===== src/rtl/mem_wb_stage.sv =====
// Memory/writeback stage: data-memory access with a multi-cycle load,
// an 8x16 register file (r7 receives compare flags), bypassed read ports,
// an upstream stall and a registered writeback/forward bus.
module mem_wb_stage #(
    parameter int unsigned MEM_DEPTH = 256,
    parameter int unsigned LOAD_LAT  = 2
) (
    input  logic        clk,
    input  logic        rst_n,
    input  logic        in_valid,
    input  logic        isld,
    input  logic        isst,
    input  logic        iswb,
    input  logic        iscmp,
    input  logic [15:0] aluresult,
    input  logic [2:0]  rd,
    input  logic [15:0] storedata,
    input  logic [15:0] flagval,
    input  logic [2:0]  rs1_addr,
    input  logic [2:0]  rs2_addr,
    output logic [15:0] rs1_data,
    output logic [15:0] rs2_data,
    output logic        stall,
    output logic        wb_valid,
    output logic [2:0]  wb_rd,
    output logic [15:0] wb_data,
    output logic [18:0] rdvalwb
);

    localparam int unsigned AW = $clog2(MEM_DEPTH);
    localparam logic [2:0] LatInit = 3'(LOAD_LAT - 1);
    localparam bit MultiCycle = (LOAD_LAT > 1);

    typedef enum logic [0:0] {StIdle, StLoadWait} state_e;

    state_e          state_q, state_d;
    logic [2:0]      cnt_q, cnt_d;
    logic [AW-1:0]   ld_addr_q, ld_addr_d;
    logic [2:0]      ld_rd_q, ld_rd_d;

    logic [15:0]     regs_q [8];
    logic [15:0]     mem [MEM_DEPTH];

    logic            wb_valid_q;
    logic [2:0]      wb_rd_q;
    logic [15:0]     wb_data_q;

    logic [AW-1:0]   addr;
    logic            accept;
    logic            ld_done;
    logic            wr_en;
    logic [2:0]      wr_rd;
    logic [15:0]     wr_data;
    logic            mem_we;

    // Upper address bits wrap and are deliberately dropped.
    assign addr = aluresult[AW-1:0];
    generate
        if (AW < 16) begin : g_unused_addr
            logic unused_addr_hi;
            assign unused_addr_hi = ^aluresult[15:AW];
        end
    endgenerate

    assign accept  = (state_q == StIdle) && in_valid;
    assign ld_done = (state_q == StLoadWait) && (cnt_q == 3'd0);

    // State register: FSM, load countdown and latched load target.
    always_ff @(posedge clk or negedge rst_n) begin
        if (!rst_n) begin
            state_q   <= StIdle;
            cnt_q     <= 3'd0;
            ld_addr_q <= '0;
            ld_rd_q   <= 3'd0;
        end else begin
            state_q   <= state_d;
            cnt_q     <= cnt_d;
            ld_addr_q <= ld_addr_d;
            ld_rd_q   <= ld_rd_d;
        end
    end

    // Next-state logic: a load parks the stage until its countdown expires.
    always_comb begin
        state_d   = state_q;
        cnt_d     = cnt_q;
        ld_addr_d = ld_addr_q;
        ld_rd_d   = ld_rd_q;
        unique case (state_q)
            StIdle: begin
                if (accept && isld) begin
                    state_d   = StLoadWait;
                    cnt_d     = LatInit;
                    ld_addr_d = addr;
                    ld_rd_d   = rd;
                end
            end
            StLoadWait: begin
                if (cnt_q != 3'd0) begin
                    cnt_d = cnt_q - 3'd1;
                end else begin
                    state_d = StIdle;
                end
            end
            default: state_d = StIdle;
        endcase
    end

    // Output decode: the register write due at the coming edge, store enable, stall.
    always_comb begin
        wr_en   = 1'b0;
        wr_rd   = 3'd0;
        wr_data = 16'd0;
        mem_we  = 1'b0;
        if (ld_done) begin
            wr_en   = 1'b1;
            wr_rd   = ld_rd_q;
            wr_data = mem[ld_addr_q];
        end else if (accept && !isld) begin
            if (isst) begin
                mem_we = 1'b1;
            end else if (iscmp) begin
                wr_en   = 1'b1;
                wr_rd   = 3'd7;
                wr_data = flagval;
            end else if (iswb) begin
                wr_en   = 1'b1;
                wr_rd   = rd;
                wr_data = aluresult;
            end
        end
        stall = ((state_q == StLoadWait) && (cnt_q != 3'd0)) ||
                (accept && isld && MultiCycle);
    end

    // Data memory: write-only at the edge, never reset.
    always_ff @(posedge clk) begin
        if (mem_we) begin
            mem[addr] <= storedata;
        end
    end

    // Architectural register file.
    always_ff @(posedge clk or negedge rst_n) begin
        if (!rst_n) begin
            for (int i = 0; i < 8; i++) begin
                regs_q[i] <= 16'd0;
            end
        end else if (wr_en) begin
            regs_q[wr_rd] <= wr_data;
        end
    end

    // Writeback bus: one-cycle valid pulse per completed register write.
    always_ff @(posedge clk or negedge rst_n) begin
        if (!rst_n) begin
            wb_valid_q <= 1'b0;
            wb_rd_q    <= 3'd0;
            wb_data_q  <= 16'd0;
        end else begin
            wb_valid_q <= wr_en;
            if (wr_en) begin
                wb_rd_q   <= wr_rd;
                wb_data_q <= wr_data;
            end
        end
    end

    // Read ports forward the value being written at the coming edge.
    assign rs1_data = (wr_en && (wr_rd == rs1_addr)) ? wr_data : regs_q[rs1_addr];
    assign rs2_data = (wr_en && (wr_rd == rs2_addr)) ? wr_data : regs_q[rs2_addr];

    assign wb_valid = wb_valid_q;
    assign wb_rd    = wb_rd_q;
    assign wb_data  = wb_data_q;
    assign rdvalwb  = {wb_data_q, wb_rd_q};

endmodule


===== config.mk =====
export PLATFORM = sky130hd
export DESIGN_NAME = mem_wb_stage
export DESIGN_NICKNAME = d
export VERILOG_FILES = /design/src/rtl/mem_wb_stage.sv
export SDC_FILE = /design/constraint.sdc
export NUM_CORES = 2
export LEC_CHECK = 0
export ABC_CLOCK_PERIOD_IN_PS = 6900
export CAP_MARGIN = 10
export CORE_ASPECT_RATIO = 1.4
export CORE_MARGIN = 1.5
export CORE_UTILIZATION = 60
export DETAILED_ROUTE_END_ITERATION = 16
export PLACE_DENSITY = 0.76
export SLEW_MARGIN = 15
export SYNTH_ARGS = -nofsm -noshare
export SYNTH_HDL_FRONTEND = slang
export SYNTH_SLANG_ARGS = --single-unit

===== constraint.sdc =====
create_clock -name clk -period 6.9 [get_ports clk]
set_input_delay 0.69 -clock clk [delete_from_list [all_inputs] [get_ports clk]]
set_output_delay 0.69 -clock clk [all_outputs]
set_load 0.05 [all_outputs]

==> summary.txt <==
Outcome
  • Status: completed

Worst hold path
  • Worst Hold Launch: storedata[10]
  • Hold Crit Depth: 1
  • Hold Path Class: input port to flip-flop
  • Hold endpoint: mem[78][10]

Setup path
  • CP arrival: 6090 ps
  • Worst Reg2Reg Path Length in Cells: 8
  • CP Max Fanout: 35
  • Setup slack, reg-to-reg: ~1700 ps
  • R2R Path Start: ld_addr_q[0]
  • Crit Path Class: flip-flop to primary output
  • Worst R2R End: regs_q[34]
  • Setup crit end kind: primary output
  • Critical Path Start Type: flip-flop
  • CP required: 6210 ps

Clock network
  • CTS max path bufs: 4
  • Clk pin slew, worst setup/hold paths: 70 ps
  • CTS tree: done
  • Clock Latency Late Sink: 920 ps
  • H-Tree Depth: 5
  • CTS root buf: clkbuf_16
  • Num CTS Buffers: 372
  • CTS Sinks: approximately 4300

Timing
  • Slew Limit Fails: 0
  • Max Clk Rate: ~150 MHz
  • Final Hold Viols: 0
  • RSZ-0062 raised after global routing: false
  • Final critical-path required period: 6780 ps
  • Setup_tns: 0 ps
  • Worst hold slack: between 200 and 300 ps
  • Final Setup Violations: 0
  • Worst-margin pin slew: 1370 ps
  • Slew HR: under 10%
  • Final worst path period share: a little over nine tenths
  • Clock Skews: 54.3 ps

Synthesis
  • FFs w/ async S/R, synth: 3.83%
  • Netlist Area Pre-Place: 167000 um^2
  • Avg Inst Size Synth: 20.4 um^2
  • Syn Inst Count: 8186
  • Synthesized flop and latch total: 4259
  • Ys Warns: 0
  • Synth Flop Type: edfxtp_1
  • Synth cell types: 70
  • Sequential-to-total area share from yosys stat: 76.2%
  • Syn nets: 8252
  • Post-synth EDFFs: 4096

GRT
  • Pin count of the biggest net entering global routing: approximately 170
  • GR Util All Layers: 30.4%
  • Initial antenna violation count: 11
  • Vias in the first global route: between 80000 and 90000
  • Grt ovf: 0
  • First-pass GRT wire length: between 600000 and 700000 um

Floorplan
  • Core box area: 276000 um^2
  • Die area: 281000 um^2
  • Starting density of the core: between 60% and 70%
  • Top Ports: between 100 and 150
  • Row cnt: ~230
  • Die Wd: 449 um
  • Die height: 627 um

Place
  • Inst Count DP: 11900
  • PortBufs: 135
  • Global placer's final weighted congestion: 0.902
  • Dpl hpwl: roughly 250000 um

Routing
  • DRT met1 WL: 144000 um
  • Total number of vias: 85800
  • Final WL: 429000 um
  • Highest routed layer: met5
  • Drt pass-1 iters: 5
  • Starting DRT DRC Count: 11000
  • Wire per inst: 34.0 um
  • Via/cell ratio: 6.81
  • DRT antenna net count: 0
  • Drt drc: 0
  • Met3 routed WL: around 43000 um
  • Length of routed met2 wiring: 210000 um

Pwr
  • Pwr dens: roughly 370 nW/um^2
  • Leakage: 59.5 nW
  • Worst VDD drop: 0.337 mV

Layout
  • Layout area overhead: 11.0%
  • Fraction of layout cells with a size suffix above 1: a little over a fifth
  • Finished Layout Cells: 12600
  • # nets final: 8666

Job
  • Maxcap violations: 0
-- Yosys cell counts, types with 15 or more instances --
cell	count	area (um^2)
a21oi_1	96	480
buf_6	43	484
or2_2	16	100
o22ai_1	346	2160
buf_12	29	581
mux4_2	715	16100
a22oi_1	131	983
clkbuf_1	200	751
edfxtp_1	4096	123000
mux2_2	85	957
a22o_1	46	403
nand3_1	30	150
a31oi_1	37	231
mux4_1	44	1160
nor3_1	124	621
a211oi_1	82	616
dfrtp_1	163	4080
a41oi_1	20	175
a221oi_1	27	236
buf_2	140	701
buf_8	34	510
nor2_1	372	1400
o21ai_0	32	160
buf_1	24	90.1
o21a_1	18	135
o221ai_1	17	149
nor4_1	15	93.8
buf_4	56	420
mux2i_1	741	7420
nand2_1	208	781
-- layout make-up --
type | instances | area (um^2)
Fill cell | 16800 | 90800
Inverter | 13 | 50.0
Multi-Input combinational cell | 3382 | 36300
Tap cell | 3680 | 4600
Clock buffer | 457 | 9800
Clock inverter | 225 | 2100
Antenna cell | 10 | 25.0
Timing Repair Buffer | 572 | 5070
Sequential cell | 4259 | 127000
-- stage by stage --
stage	setup WS, ps	util (%)	power (mW)	instance area, um^2
floorplan	2870	-	42.7	167000
global placement	1250	62.8	48.4	173000
detailed placement	1230	62.8	48.7	173000
CTS	262	67.1	69.0	185000
global route	233	67.1	70.8	185000
finish	122	67.1	69.1	185000
-- worst max path at each step --
stage,start,to,slack (ps)
final,ld_addr_q[0],rs1_data[2],120
after global routing,ld_addr_q[1],rs1_data[13],230
after CTS,ld_addr_q[1],rs1_data[13],260
after global placement,ld_addr_q[1],rs1_data[14],1250
after floorplan,isld,rs1_data[0],2870
after detailed placement,ld_addr_q[2],rs1_data[13],1230
-- state kept, by name, summed over array words and instances (netlist names) --
signal,count
cnt_q,3
ld_addr_q,8
ld_rd_q,3
mem,4096
regs_q,128
state_q,1
wb_data,16
wb_rd,3
wb_valid,1
-- layout by cell type, fill, tap and decap left out, drive strengths merged, types with 32 or more instances in the layout --
| cell | Yosys | layout |
|---|---|---|
| nand2 | 208 | 208 |
| o21ai | 32 | 32 |
| buf | 326 | 487 |
| mux2i | 741 | 741 |
| a22o | 46 | 46 |
| a211oi | 82 | 82 |
| dfrtp | 163 | 163 |
| nor2 | 373 | 373 |
| a21oi | 99 | 99 |
| a22oi | 134 | 134 |
| nor3 | 124 | 124 |
| mux4 | 762 | 762 |
| edfxtp | 4096 | 4096 |
| bufinv | 0 | 34 |
| clkbuf | 205 | 457 |
| o22ai | 346 | 346 |
| mux2 | 85 | 85 |
| a31oi | 37 | 37 |
| clkdlybuf4s50 | 0 | 84 |
| clkinv | 0 | 156 |
-- timing repair --
item                      in CTS  in global routing
hold endpoints to repair      88                  0
buffers inserted               0                  0
resized for setup              0                  0
hold buffers                   1                  0
-- worst max-delay path: stages (launching register included) --
cell and delay (ps):
dfrtp_4 920, buf_4 710, mux4_2 600, a22oi_1 570, nand2_1 170, a41oi_1 820
nor2_1 420, a41o_1 470, o21a_1 240, buf_4 190
-- metal layers --
layer / global-route usage, % / vias to the layer above
li1: - / 34800
met1: 37.8 / 44400
met2: 49.5 / 5489
met3: 6.05 / 1101
met4: 19.0 / 10
met5: 0 / -
-- power by group --
part	switching, mW	internal, mW	leakage, nW
clock network	9.19	11.4	5.78
registers	0.436	28.7	38.9
logic	11.9	7.47	14.8
-- cells by family (layout without fill, tap and decap cells) --
family / count (synthesis) / in the layout / share of synthesized area, %
other cells: 0 / 10 / 0
compound gates: 958 / 958 / 4.01
mux: 1588 / 1588 / 15.4
fa+ha+maj: 2 / 2 / 0.0150
xor+xnor: 6 / 6 / 0.0315
buf+inv: 545 / 1267 / 2.19
simple gates: 828 / 828 / 2.14
flops: 4259 / 4259 / 76.2
(Power assumes the default switching activity.)
